==> config.mk <==
export PLATFORM = sky130hd
export DESIGN_NAME = uart_tx_sched_flat
export DESIGN_NICKNAME = d
export VERILOG_FILES = /design/src/rtl/uart_tx_sched_pkg.sv /design/src/rtl/uart_tx_sched_if.sv /design/src/rtl/uart_tx_sched_rr_arbiter.sv /design/src/rtl/uart_tx_sched.sv /design/src/flat_wrapper.sv
export SDC_FILE = /design/constraint.sdc
export NUM_CORES = 1
export LEC_CHECK = 0
export ABC_AREA = 1
export CAP_MARGIN = 25
export CORE_ASPECT_RATIO = 0.75
export CORE_MARGIN = 4
export CORE_UTILIZATION = 45
export DETAILED_ROUTE_END_ITERATION = 10
export PLACE_DENSITY = 0.88
export SYNTH_ARGS = -nofsm -noshare
export SYNTH_HDL_FRONTEND = slang
export SYNTH_SLANG_ARGS = --single-unit
==> constraint.sdc <==
create_clock -name baud_clk -period 2.4 [get_ports baud_clk]
set_input_delay 0.36 -clock baud_clk [delete_from_list [all_inputs] [get_ports baud_clk]]
set_output_delay 0.36 -clock baud_clk [all_outputs]
set_load 0.005 [all_outputs]
==> src/rtl/uart_tx_sched_pkg.sv <==
// Shared types and constants for the UART transmit scheduler: FSM state
// encoding, frame length and a width helper.
package uart_tx_sched_pkg;

    typedef enum logic [1:0] {
        IDLE      = 2'd0,
        SEND      = 2'd1,
        WAIT_DONE = 2'd2,
        GAP       = 2'd3
    } sched_state_t;

    // Start bit, eight data bits and two stop bits.
    localparam int FRAME_BITS = 11;

    // Number of bits needed to index 'value' items.
    function automatic int clog2(input int value);
        int bits;
        int rem;
        bits = 0;
        rem  = value - 1;
        while (rem > 0) begin
            bits++;
            rem = rem >> 1;
        end
        return bits;
    endfunction

endpackage

==> src/rtl/uart_tx_sched_if.sv <==
// Byte-source handshake plus the shift-register send/status link.
// The scheduler uses the master side; requesters and the shift register sit on slave.
interface uart_tx_sched_if #(
    parameter int NUM_REQ = 4
);
    logic [NUM_REQ-1:0]   req_valid;
    logic [8*NUM_REQ-1:0] req_data;
    logic [NUM_REQ-1:0]   req_ack;
    logic [7:0]           tx_data;
    logic                 tx_send;
    logic                 tx_active;
    logic                 tx_done;

    modport master (
        input  req_valid, req_data, tx_active, tx_done,
        output req_ack, tx_data, tx_send
    );

    modport slave (
        output req_valid, req_data, tx_active, tx_done,
        input  req_ack, tx_data, tx_send
    );
endinterface

==> src/rtl/uart_tx_sched_rr_arbiter.sv <==
// Combinational round-robin picker: searches upward from ptr+1 with wrap and
// returns the first requesting index as both a one-hot vector and a binary index.
module rr_arbiter
    import uart_tx_sched_pkg::*;
#(
    parameter int N = 4
) (
    input  logic [N-1:0]          req,
    input  logic [clog2(N)-1:0]   ptr,
    output logic [N-1:0]          grant,
    output logic [clog2(N)-1:0]   idx,
    output logic                  any
);
    localparam int IDW = clog2(N);

    // Walk offsets from farthest to nearest so the nearest requester wins.
    always_comb begin
        logic [IDW-1:0] cand;
        cand = '0;
        idx  = '0;
        any  = 1'b0;
        for (int k = N; k >= 1; k--) begin
            cand = IDW'((int'(ptr) + k) % N);
            if (req[cand]) begin
                idx = cand;
                any = 1'b1;
            end
        end
    end

    generate
        for (genvar gi = 0; gi < N; gi++) begin : g_onehot
            assign grant[gi] = any && (idx == IDW'(gi));
        end
    endgenerate

endmodule

==> src/rtl/uart_tx_sched.sv <==
// Round-robin scheduler sharing one UART transmit shift register among NUM_REQ
// byte sources, with inter-frame gap and a sticky stalled-transmitter flag.
module uart_tx_sched
    import uart_tx_sched_pkg::*;
#(
    parameter int NUM_REQ    = 4,
    parameter int GAP_CYCLES = 1,
    parameter int TIMEOUT    = 4
) (
    input  logic                        baud_clk,
    input  logic                        reset_n,
    input  logic                        enable,
    input  logic                        err_clr,
    uart_tx_sched_if.master             bus,
    output logic [clog2(NUM_REQ)-1:0]   grant_id,
    output logic                        busy,
    output logic                        timeout_err
);
    localparam int         IDW      = clog2(NUM_REQ);
    localparam logic [3:0] TMO_LAST = 4'(TIMEOUT - 1);
    localparam logic [3:0] GAP_LAST = 4'((GAP_CYCLES > 0) ? GAP_CYCLES - 1 : 0);

    sched_state_t         state_reg;
    logic [IDW-1:0]       ptr_reg;
    logic [IDW-1:0]       grant_id_reg;
    logic [3:0]           tmo_cnt_reg;
    logic [3:0]           gap_cnt_reg;
    logic [7:0]           tx_data_reg;
    logic                 tx_send_reg;
    logic [NUM_REQ-1:0]   req_ack_reg;
    logic                 busy_reg;
    logic                 timeout_err_reg;

    logic [7:0]           req_bytes [NUM_REQ];
    logic [NUM_REQ-1:0]   arb_grant;
    logic [IDW-1:0]       arb_idx;
    logic                 arb_any;

    generate
        for (genvar gi = 0; gi < NUM_REQ; gi++) begin : g_bytes
            assign req_bytes[gi] = bus.req_data[8*gi +: 8];
        end
    endgenerate

    rr_arbiter #(
        .N (NUM_REQ)
    ) u_arb (
        .req   (bus.req_valid),
        .ptr   (ptr_reg),
        .grant (arb_grant),
        .idx   (arb_idx),
        .any   (arb_any)
    );

    always_ff @(posedge baud_clk or negedge reset_n) begin
        if (!reset_n) begin
            state_reg       <= IDLE;
            ptr_reg         <= IDW'(NUM_REQ - 1);
            grant_id_reg    <= '0;
            tmo_cnt_reg     <= '0;
            gap_cnt_reg     <= '0;
            tx_data_reg     <= 8'h00;
            tx_send_reg     <= 1'b0;
            req_ack_reg     <= '0;
            busy_reg        <= 1'b0;
            timeout_err_reg <= 1'b0;
        end else begin
            req_ack_reg <= '0;
            // A timeout set later in this block overrides a same-cycle clear.
            if (err_clr) begin
                timeout_err_reg <= 1'b0;
            end
            case (state_reg)
                IDLE: begin
                    if (enable && arb_any) begin
                        tx_data_reg  <= req_bytes[arb_idx];
                        req_ack_reg  <= arb_grant;
                        grant_id_reg <= arb_idx;
                        ptr_reg      <= arb_idx;
                        tx_send_reg  <= 1'b1;
                        tmo_cnt_reg  <= '0;
                        busy_reg     <= 1'b1;
                        state_reg    <= SEND;
                    end
                end
                SEND: begin
                    tmo_cnt_reg <= tmo_cnt_reg + 4'd1;
                    if (bus.tx_active) begin
                        tx_send_reg <= 1'b0;
                        state_reg   <= WAIT_DONE;
                    end else if (tmo_cnt_reg == TMO_LAST) begin
                        // Stalled transmitter: the acked byte is dropped.
                        tx_send_reg     <= 1'b0;
                        timeout_err_reg <= 1'b1;
                        busy_reg        <= 1'b0;
                        state_reg       <= IDLE;
                    end
                end
                WAIT_DONE: begin
                    if (bus.tx_done && !bus.tx_active) begin
                        if (GAP_CYCLES == 0) begin
                            busy_reg  <= 1'b0;
                            state_reg <= IDLE;
                        end else begin
                            gap_cnt_reg <= '0;
                            state_reg   <= GAP;
                        end
                    end
                end
                GAP: begin
                    if (gap_cnt_reg == GAP_LAST) begin
                        busy_reg  <= 1'b0;
                        state_reg <= IDLE;
                    end else begin
                        gap_cnt_reg <= gap_cnt_reg + 4'd1;
                    end
                end
                default: begin
                    tx_send_reg <= 1'b0;
                    busy_reg    <= 1'b0;
                    state_reg   <= IDLE;
                end
            endcase
        end
    end

    assign bus.req_ack  = req_ack_reg;
    assign bus.tx_data  = tx_data_reg;
    assign bus.tx_send  = tx_send_reg;
    assign grant_id     = grant_id_reg;
    assign busy         = busy_reg;
    assign timeout_err  = timeout_err_reg;

endmodule

==> src/flat_wrapper.sv <==
// flat-port wrapper written by rule: the top's interface ports become plain ports
module uart_tx_sched_flat import uart_tx_sched_pkg::*;
#(
    parameter int NUM_REQ    = 4,
    parameter int GAP_CYCLES = 1,
    parameter int TIMEOUT    = 4
)
  (baud_clk, reset_n, enable, err_clr, grant_id, busy, timeout_err, bus_req_valid, bus_req_data, bus_tx_active, bus_tx_done, bus_req_ack, bus_tx_data, bus_tx_send);
  uart_tx_sched_if #(.NUM_REQ(NUM_REQ)) bus_i ();
  input  logic baud_clk;
  input  logic reset_n;
  input  logic enable;
  input  logic err_clr;
  output logic [clog2(NUM_REQ)-1:0] grant_id;
  output logic busy;
  output logic timeout_err;
  input wire logic [$bits(bus_i.req_valid)-1:0] bus_req_valid;
  input wire logic [$bits(bus_i.req_data)-1:0] bus_req_data;
  input wire logic [$bits(bus_i.tx_active)-1:0] bus_tx_active;
  input wire logic [$bits(bus_i.tx_done)-1:0] bus_tx_done;
  output wire logic [$bits(bus_i.req_ack)-1:0] bus_req_ack;
  output wire logic [$bits(bus_i.tx_data)-1:0] bus_tx_data;
  output wire logic [$bits(bus_i.tx_send)-1:0] bus_tx_send;
  assign bus_i.req_valid = bus_req_valid;
  assign bus_i.req_data = bus_req_data;
  assign bus_i.tx_active = bus_tx_active;
  assign bus_i.tx_done = bus_tx_done;
  assign bus_req_ack = bus_i.req_ack;
  assign bus_tx_data = bus_i.tx_data;
  assign bus_tx_send = bus_i.tx_send;
  uart_tx_sched #(.NUM_REQ(NUM_REQ), .GAP_CYCLES(GAP_CYCLES), .TIMEOUT(TIMEOUT)) u_core (.baud_clk(baud_clk), .reset_n(reset_n), .enable(enable), .err_clr(err_clr), .bus(bus_i), .grant_id(grant_id), .busy(busy), .timeout_err(timeout_err));
endmodule
==> results.md, run 1 <==
* Status: complete, no violations
* Cts repair resizes at 0
* RSZ-0062 raised after global routing: false
* Worst path bufs/invs at 1
* Reg-to-reg startpoint: u_core.ptr_reg[0]$_DFFE_PN1P_
* Die W at 83.76 um
* Layout cell share with drive strength beyond 1 at 11.50%
* Worst min-delay path category: in -> async
* Synth Cell Area at 1937 um^2
* Worst slew pin tran at 0.4146 ns
* Post-Syn Instances at 278
* Place WS at 0.1429 ns
* Worst hold margin at 0.4698 ns
* Crit path kind: reg -> reg
* Cell Count, Final, Fillers Out at 394
* Clock sink total at 29
* Post-CTS Hold Buffers at 0
* Max Fanout on Critical Path at 18
* Required time worst endpoint at 2.56 ns
* Max reg flops at 8
* Placed Cells at 386
* CTS root buffer: clkbuf_8
* Reg power frac at 25.7%
* Setup crit start kind: flip-flop
* H-tree Lvls at 2
* Die Height at 64.82 um
* ANT cells at 0
* Worst EP arrival at 2.27 ns
* Reg2reg end: u_core.bus.tx_data[4]$_DFFE_PN0P_
* Post-DP HPWL at 3654 um
* Fmax at 474.8 MHz
* FP Rows at 20
* Grt total ovfl at 0
* Total power at 3406 uW
* Sum Neg Setup Slack at 0 ns
* Psw at 1621 uW
* Routed Antenna Nets at 0
* Nets at 383
* Register Area at 728.2 um^2
* IO Port Bufs at 58
* Pwr Density at 1292 nW/um^2
* CTS buffer count at 5
* Bufs on Longest Clock Path at 2
* Worst vdd ir at 0.0005084 V
* Critical path cell sequence: inv_8, nand2_2, nand2_1, and2_4, nor2_4, nand3_4, nand2_4, nand2_1, nand3_1, nand2_1, nand2_1, nand2_1
* Syn Area/Cell at 6.967 um^2
* Final worst slack at 0.2940 ns
* Area growth syn-to-layout at 36.05%
* Multi-input logic area at 923.4 um^2
* Yosys cell types at 27
* TritonCTS clock tree: done
* Largest net degree at the start of global routing at 30
* Slowest stage cell, crit path: dfstp_2
* Post-CTS setup repair buffer count at 0
* Drc violations at 0
* WL per Instance at 11.89 um
* Clock share of power at 11.7%
* Logic pwr share at 62.6%
* GPL Wtd Cong at 0.8044
* Vias per cell at 4.797
* Die area at 5429 um^2
* Drt initial violations at 115
* Int Pwr at 1784 uW
* Max-cap violations at 0
* Sw frac at 47.61%
* Flop2flop setup slack at 0.29 ns
* Tcrit/Tclk final at 87.75%
* Max stage delay on crit path at 0.66 ns
* Clk_skew at 0.004438 ns
* CP Capture Type: flip-flop
* Register-to-Register Path Depth at 12
* Rel. slew slack at 72.33%
* First-pass GRT wire length at 8004 um
* Fin crit period at 2.106 ns
* Core area at 4104 um^2
* Crit-path leading delay family: simple AND/OR/NAND/NOR gates
* Slew Limit Fails at 0
* Via count at 1,890
* DRT Wirelength at 4684 um
* Gr usage total at 18.26%
* Pleak at 0.001420 uW
* Post-synth net total at 323
* Synthesis Warnings at 0
* Top Ports at 59
* Clock transition at path regs at 0.06 ns
* DRT Pass-1 Iters at 5
* Initial Utilization at 47.20%
* Vias in the first global route at 1,898
* #FFs+latches synth at 29
* Initial antenna violation count at 0
* Fillcell total at 360
* Clk_lat worst skew at 0.27 ns
* Sequential area share after synthesis at 37.60%
* Final hold violation count at 0
* # setup viols final at 0
* CP most frequent cell: nand2_1
-- metal layers --
layer	part of all wire [%]	GRT usage (%)
met3	6.9	5.210
met5	0	0
met2	49	31.85
met4	1.2	6.627
met1	43	21.59
-- Yosys cell counts (all sizes together) --
cell type	n	area share (%)
nand2	100	23
inv	57	11
nand3	47	13
dfrtp	27	35
nor2	13	2.9
o21ai	10	2.8
buf	8	3.3
ha	3	1.9
o22ai	3	0.97
xor2	3	1.4
dfstp	2	2.7
a21oi	1	0.26
a22o	1	0.45
and2	1	0.45
o32ai	1	0.45
xnor2	1	0.45
-- worst reg2reg max path: cells and delay by family (launching register included) --
| family | cells | cell delay [ns] |
|---|---|---|
| buffers and inverters | 1 | 0.08 |
| DFF | 1 | 0.66 |
| and+or+nand+nor | 11 | 1.27 |
-- power groups by stage --
| stage | combinational, uW | sequential [uW] | clock, uW |
|---|---|---|---|
| finish | 2130 | 876 | 398 |
| global route | 2390 | 909 | 443 |
| CTS | 2130 | 878 | 410 |
| detailed placement | 2120 | 878 | 0 |
| global placement | 2010 | 872 | 0 |
| floorplan | 1630 | 829 | 0 |
-- cell usage in the layout, fill, tap and decap left out, types with 2 or more instances in the layout --
cell type	n
o22ai_1	3
ha_1	3
dfstp_2	2
nand2_1	79
o21ai_0	9
clkdlybuf4s50_1	58
dfrtp_1	27
nand3_1	45
nor2_1	12
buf_4	3
nand2_2	19
clkbuf_1	2
nand2_4	2
clkbuf_8	6
inv_1	55
xor2_1	3
-- worst max-delay path by stage --
stage	slack (ns)	end	startpoint	cells after the start
CTS	0.31	u_core.bus.tx_data[4]$_DFFE_PN0P_	u_core.ptr_reg[0]$_DFFE_PN1P_	12
floorplan	0.65	u_core.bus.tx_data[6]$_DFFE_PN0P_	u_core.ptr_reg[0]$_DFFE_PN1P_	14
global route	0.16	u_core.bus.tx_data[0]$_DFFE_PN0P_	u_core.ptr_reg[0]$_DFFE_PN1P_	12
finish	0.29	u_core.bus.tx_data[4]$_DFFE_PN0P_	u_core.ptr_reg[0]$_DFFE_PN1P_	12
detailed placement	0.14	u_core.bus.tx_data[4]$_DFFE_PN0P_	bus_req_valid[1]	13
global placement	0.23	u_core.bus.tx_data[5]$_DFFE_PN0P_	bus_req_valid[1]	13
-- kinds of logic after synthesis --
family / after synthesis / synth area share (%)
AOI/OAI and AO/OA: 16 / 4.909
buffers and inverters: 65 / 14.73
and+or+nand+nor: 161 / 39.02
adders and majority gates: 3 / 1.938
xor gates and xnor gates: 4 / 1.809
DFF: 29 / 37.60
-- through the flow --
| stage | area (um^2) | utilization (%) |
|---|---|---|
| after global placement | 2545 | 62.01 |
| after CTS | 2635 | 64.21 |
| final | 2635 | 64.21 |
| after floorplan | 1937 | - |
| after detailed placement | 2545 | 62.01 |
| after global routing | 2635 | 64.21 |
-- cell type report --
cell class / instances / share of cell area [%]
inverters: 57 / 8.405
repair buffers: 61 / 22.89
flip-flops and latches: 29 / 27.64
clock buffers: 8 / 3.419
well taps: 55 / 2.612
multi-input cells: 184 / 35.04
Note: power is estimated with default switching activity, not from simulation.
==> inputs of run 2 (changes only) <==
Settings changed: CELL_PAD_IN_SITES_DETAIL_PLACEMENT set to 0, CELL_PAD_IN_SITES_GLOBAL_PLACEMENT set to 1, CORE_ASPECT_RATIO 0.75 to 0.7, CORE_UTILIZATION 45 to 33, PLACE_DENSITY 0.88 to 0.92.
==> run 2 against run 1 <==
  * Flip-flop and latch count is the same
  * Via count shrank 3.1%
  * Critical path depth grew 1
  * Clock-buffer cell count shrank 1
  * Global-route usage shrank 4.7 points
  * Final cell count grew 5.3%
  * Utilization shrank 17 points
  * Critical path type unchanged
==> results.md, run 2 (same netlist as run 1, synthesis figures left out) <==
* Bufs on Longest Clock Path at 2 (unchanged)
* Clk_skew at 0.004989 ns (+0.0005505 ns)
* Worst vdd ir at 0.0005412 V (+6.4%)
* WL per Instance at 11.16 um (-6.1%)
* Reg2reg end: u_core.bus.tx_data[7]$_DFFE_PN0P_
* Pleak at 0.001437 uW (+1.2%)
* Gr usage total at 13.54% (-4.7 points)
* Vias in the first global route at 1,788 (-5.8%)
* Psw at 1601 uW (-1.3%)
* Sum Neg Setup Slack at 0 ns (unchanged)
* Die area at 7178 um^2 (+32%)
* Status: complete, no violations
* Rel. slew slack at 74.41% (+2.1 points)
* Pwr Density at 1300 nW/um^2 (+0.56%)
* Flop2flop setup slack at 0.41 ns (+0.12 ns)
* IO Port Bufs at 58 (unchanged)
* Reg-to-reg startpoint: u_core.ptr_reg[0]$_DFFE_PN1P_
* Area growth syn-to-layout at 39.08%
* CP most frequent cell: nand2_1
* Fmax at 502.9 MHz (+5.9%)
* Top Ports at 59 (unchanged)
* Grt total ovfl at 0 (unchanged)
* Worst EP arrival at 2.15 ns (-0.12 ns)
* Final worst slack at 0.4117 ns (+0.1177 ns)
* Drc violations at 0 (unchanged)
* Tcrit/Tclk final at 82.85% (-4.9 points)
* First-pass GRT wire length at 7872 um (-1.6%)
* Slowest stage cell, crit path: dfstp_2
* Critical path cell sequence: nand2_1, o21ai_2, nand2_1, nand2_1, nand2_2, nand2_2, nand2_4, nand2_4, nand2_1, nand3_1, nand2_1, nand2_1, nand2_1
* Die Height at 72.10 um (+11%)
* Most frequent cells in the layout: nand2_1, clkdlybuf4s50_1, inv_1, nand3_1, dfrtp_1
* Nets at 384 (+0.26%)
* Post-CTS Hold Buffers at 0 (unchanged)
* Initial Utilization at 33.99% (-13 points)
* Setup crit start kind: flip-flop
* Via count at 1,831 (-3.1%)
* RSZ-0062 raised after global routing: false
* Required time worst endpoint at 2.56 ns (about the same)
* Max reg flops at 8 (unchanged)
* Sw frac at 45.72% (-1.9 points)
* Layout cell share with drive strength beyond 1 at 12.06% (+0.55 points)
* Core area at 5698 um^2 (+39%)
* DRT Wirelength at 4632 um (-1.1%)
* Post-DP HPWL at 3688 um (+0.93%)
* Cts repair resizes at 0 (unchanged)
* Max stage delay on crit path at 0.66 ns (about the same)
* Routed Antenna Nets at 0 (unchanged)
* GPL Wtd Cong at 0.8953 (+11%)
* CTS buffer count at 5 (unchanged)
* Routed length on met1 at 2155 um (+7.7%)
* Die W at 99.57 um (+19%)
* Slew Limit Fails at 0 (unchanged)
* Max Fanout on Critical Path at 18 (unchanged)
* H-tree Lvls at 2 (unchanged)
* CP Capture Type: flip-flop
* FP Rows at 23 (+15%)
* Most common cell after layout, fill and taps aside: nand2_1
* Worst slew pin tran at 0.3835 ns (-0.03119 ns)
* Clock sink total at 29 (unchanged)
* DR WL met2 at 2095 um (-9.0%)
* CTS root buffer: clkbuf_8
* Max layer used: met4
* Fin crit period at 1.988 ns (-0.1177 ns)
* Drt initial violations at 52 (-55%)
* DRT Pass-1 Iters at 4 (-1)
* Int Pwr at 1900 uW (+6.5%)
* Crit path kind: reg -> reg
* Initial antenna violation count at 0 (unchanged)
* Worst min-delay path category: in -> async
* TritonCTS clock tree: done
* Register-to-Register Path Depth at 13 (+1)
* Clk_lat worst skew at 0.27 ns (about the same)
* Logic pwr share at 60.6% (-2.0 points)
* ANT cells at 0 (unchanged)
* # setup viols final at 0 (unchanged)
* Vias per cell at 4.412 (-8.0%)
* Max-cap violations at 0 (unchanged)
* Reg power frac at 24.8% (-0.9 points)
* Clock share of power at 14.6% (+2.9 points)
* Clock transition at path regs at 0.06 ns (about the same)
* Place WS at 0.2104 ns (+0.06758 ns)
* Largest net degree at the start of global routing at 30 (unchanged)
* Post-CTS setup repair buffer count at 0 (unchanged)
* WL met3 at 314 um (-3.1%)
* Final hold violation count at 0 (unchanged)
run 2: changes by cell type in the layout (fill, tap and decap cells not counted):
cell,before,now
buf_4,3,4
bufinv_16,0,1
clkbuf_1,2,1
run 2: through the flow:
step           std cells  util, %  total power, uW  hold WS, ns  area [um^2]
2_1_floorplan        278        -             2463      0.06441         1937
3_3_place_gp         407    45.24             2959       0.4870         2577
3_5_place_dp         407    45.24             3005       0.4825         2577
4_1_cts              415    47.28             3534       0.4720         2694
5_1_grt              415    47.28             3863       0.4921         2694
6_report             415    47.28             3501       0.4636         2694
run 2: worst max-delay path, delay by kind of cell, from the launching register on:
family	cells	cell delay (ns)
AO/OA/AOI/OAI	1	0.09
AND/OR/NAND/NOR	12	1.11
flip-flops	1	0.66
run 2: worst max path at each step:
stage | start | end | slack (ns) | cells past startpoint
after floorplan | u_core.ptr_reg[0]$_DFFE_PN1P_ | u_core.bus.tx_data[6]$_DFFE_PN0P_ | 0.65 | 14
after global placement | bus_req_valid[3] | u_core.bus.tx_data[2]$_DFFE_PN0P_ | 0.27 | 14
after detailed placement | bus_req_valid[3] | u_core.bus.tx_data[2]$_DFFE_PN0P_ | 0.21 | 14
after CTS | u_core.ptr_reg[0]$_DFFE_PN1P_ | u_core.bus.tx_data[2]$_DFFE_PN0P_ | 0.39 | 14
after global routing | u_core.ptr_reg[0]$_DFFE_PN1P_ | u_core.bus.tx_data[0]$_DFFE_PN0P_ | 0.17 | 14
final | u_core.ptr_reg[0]$_DFFE_PN1P_ | u_core.bus.tx_data[7]$_DFFE_PN0P_ | 0.41 | 13
run 2: power by group through the flow:
stage | clock network (uW) | registers (uW) | logic (uW)
after floorplan | 0 | 829 | 1630
after global placement | 0 | 877 | 2080
after detailed placement | 0 | 873 | 2130
after CTS | 522 | 873 | 2140
after global routing | 545 | 901 | 2420
final | 511 | 870 | 2120
run 2: layout make-up:
cell class	count	area [um^2]
multi-input combinational	184	923.4
sequential	29	728.2
timing repair buffer	62	610.6
tap	75	93.84
fill	559	3004
clock inverter	1	30.03
inverter	57	221.5
clock buffer	7	86.33
run 2: metal layers:
metal / GRT usage, % / vias up
li1: - / 967
met1: 17.72 / 805
met2: 21.73 / 53
met3: 3.746 / 6
met4: 4.697 / 0
met5: 0 / -
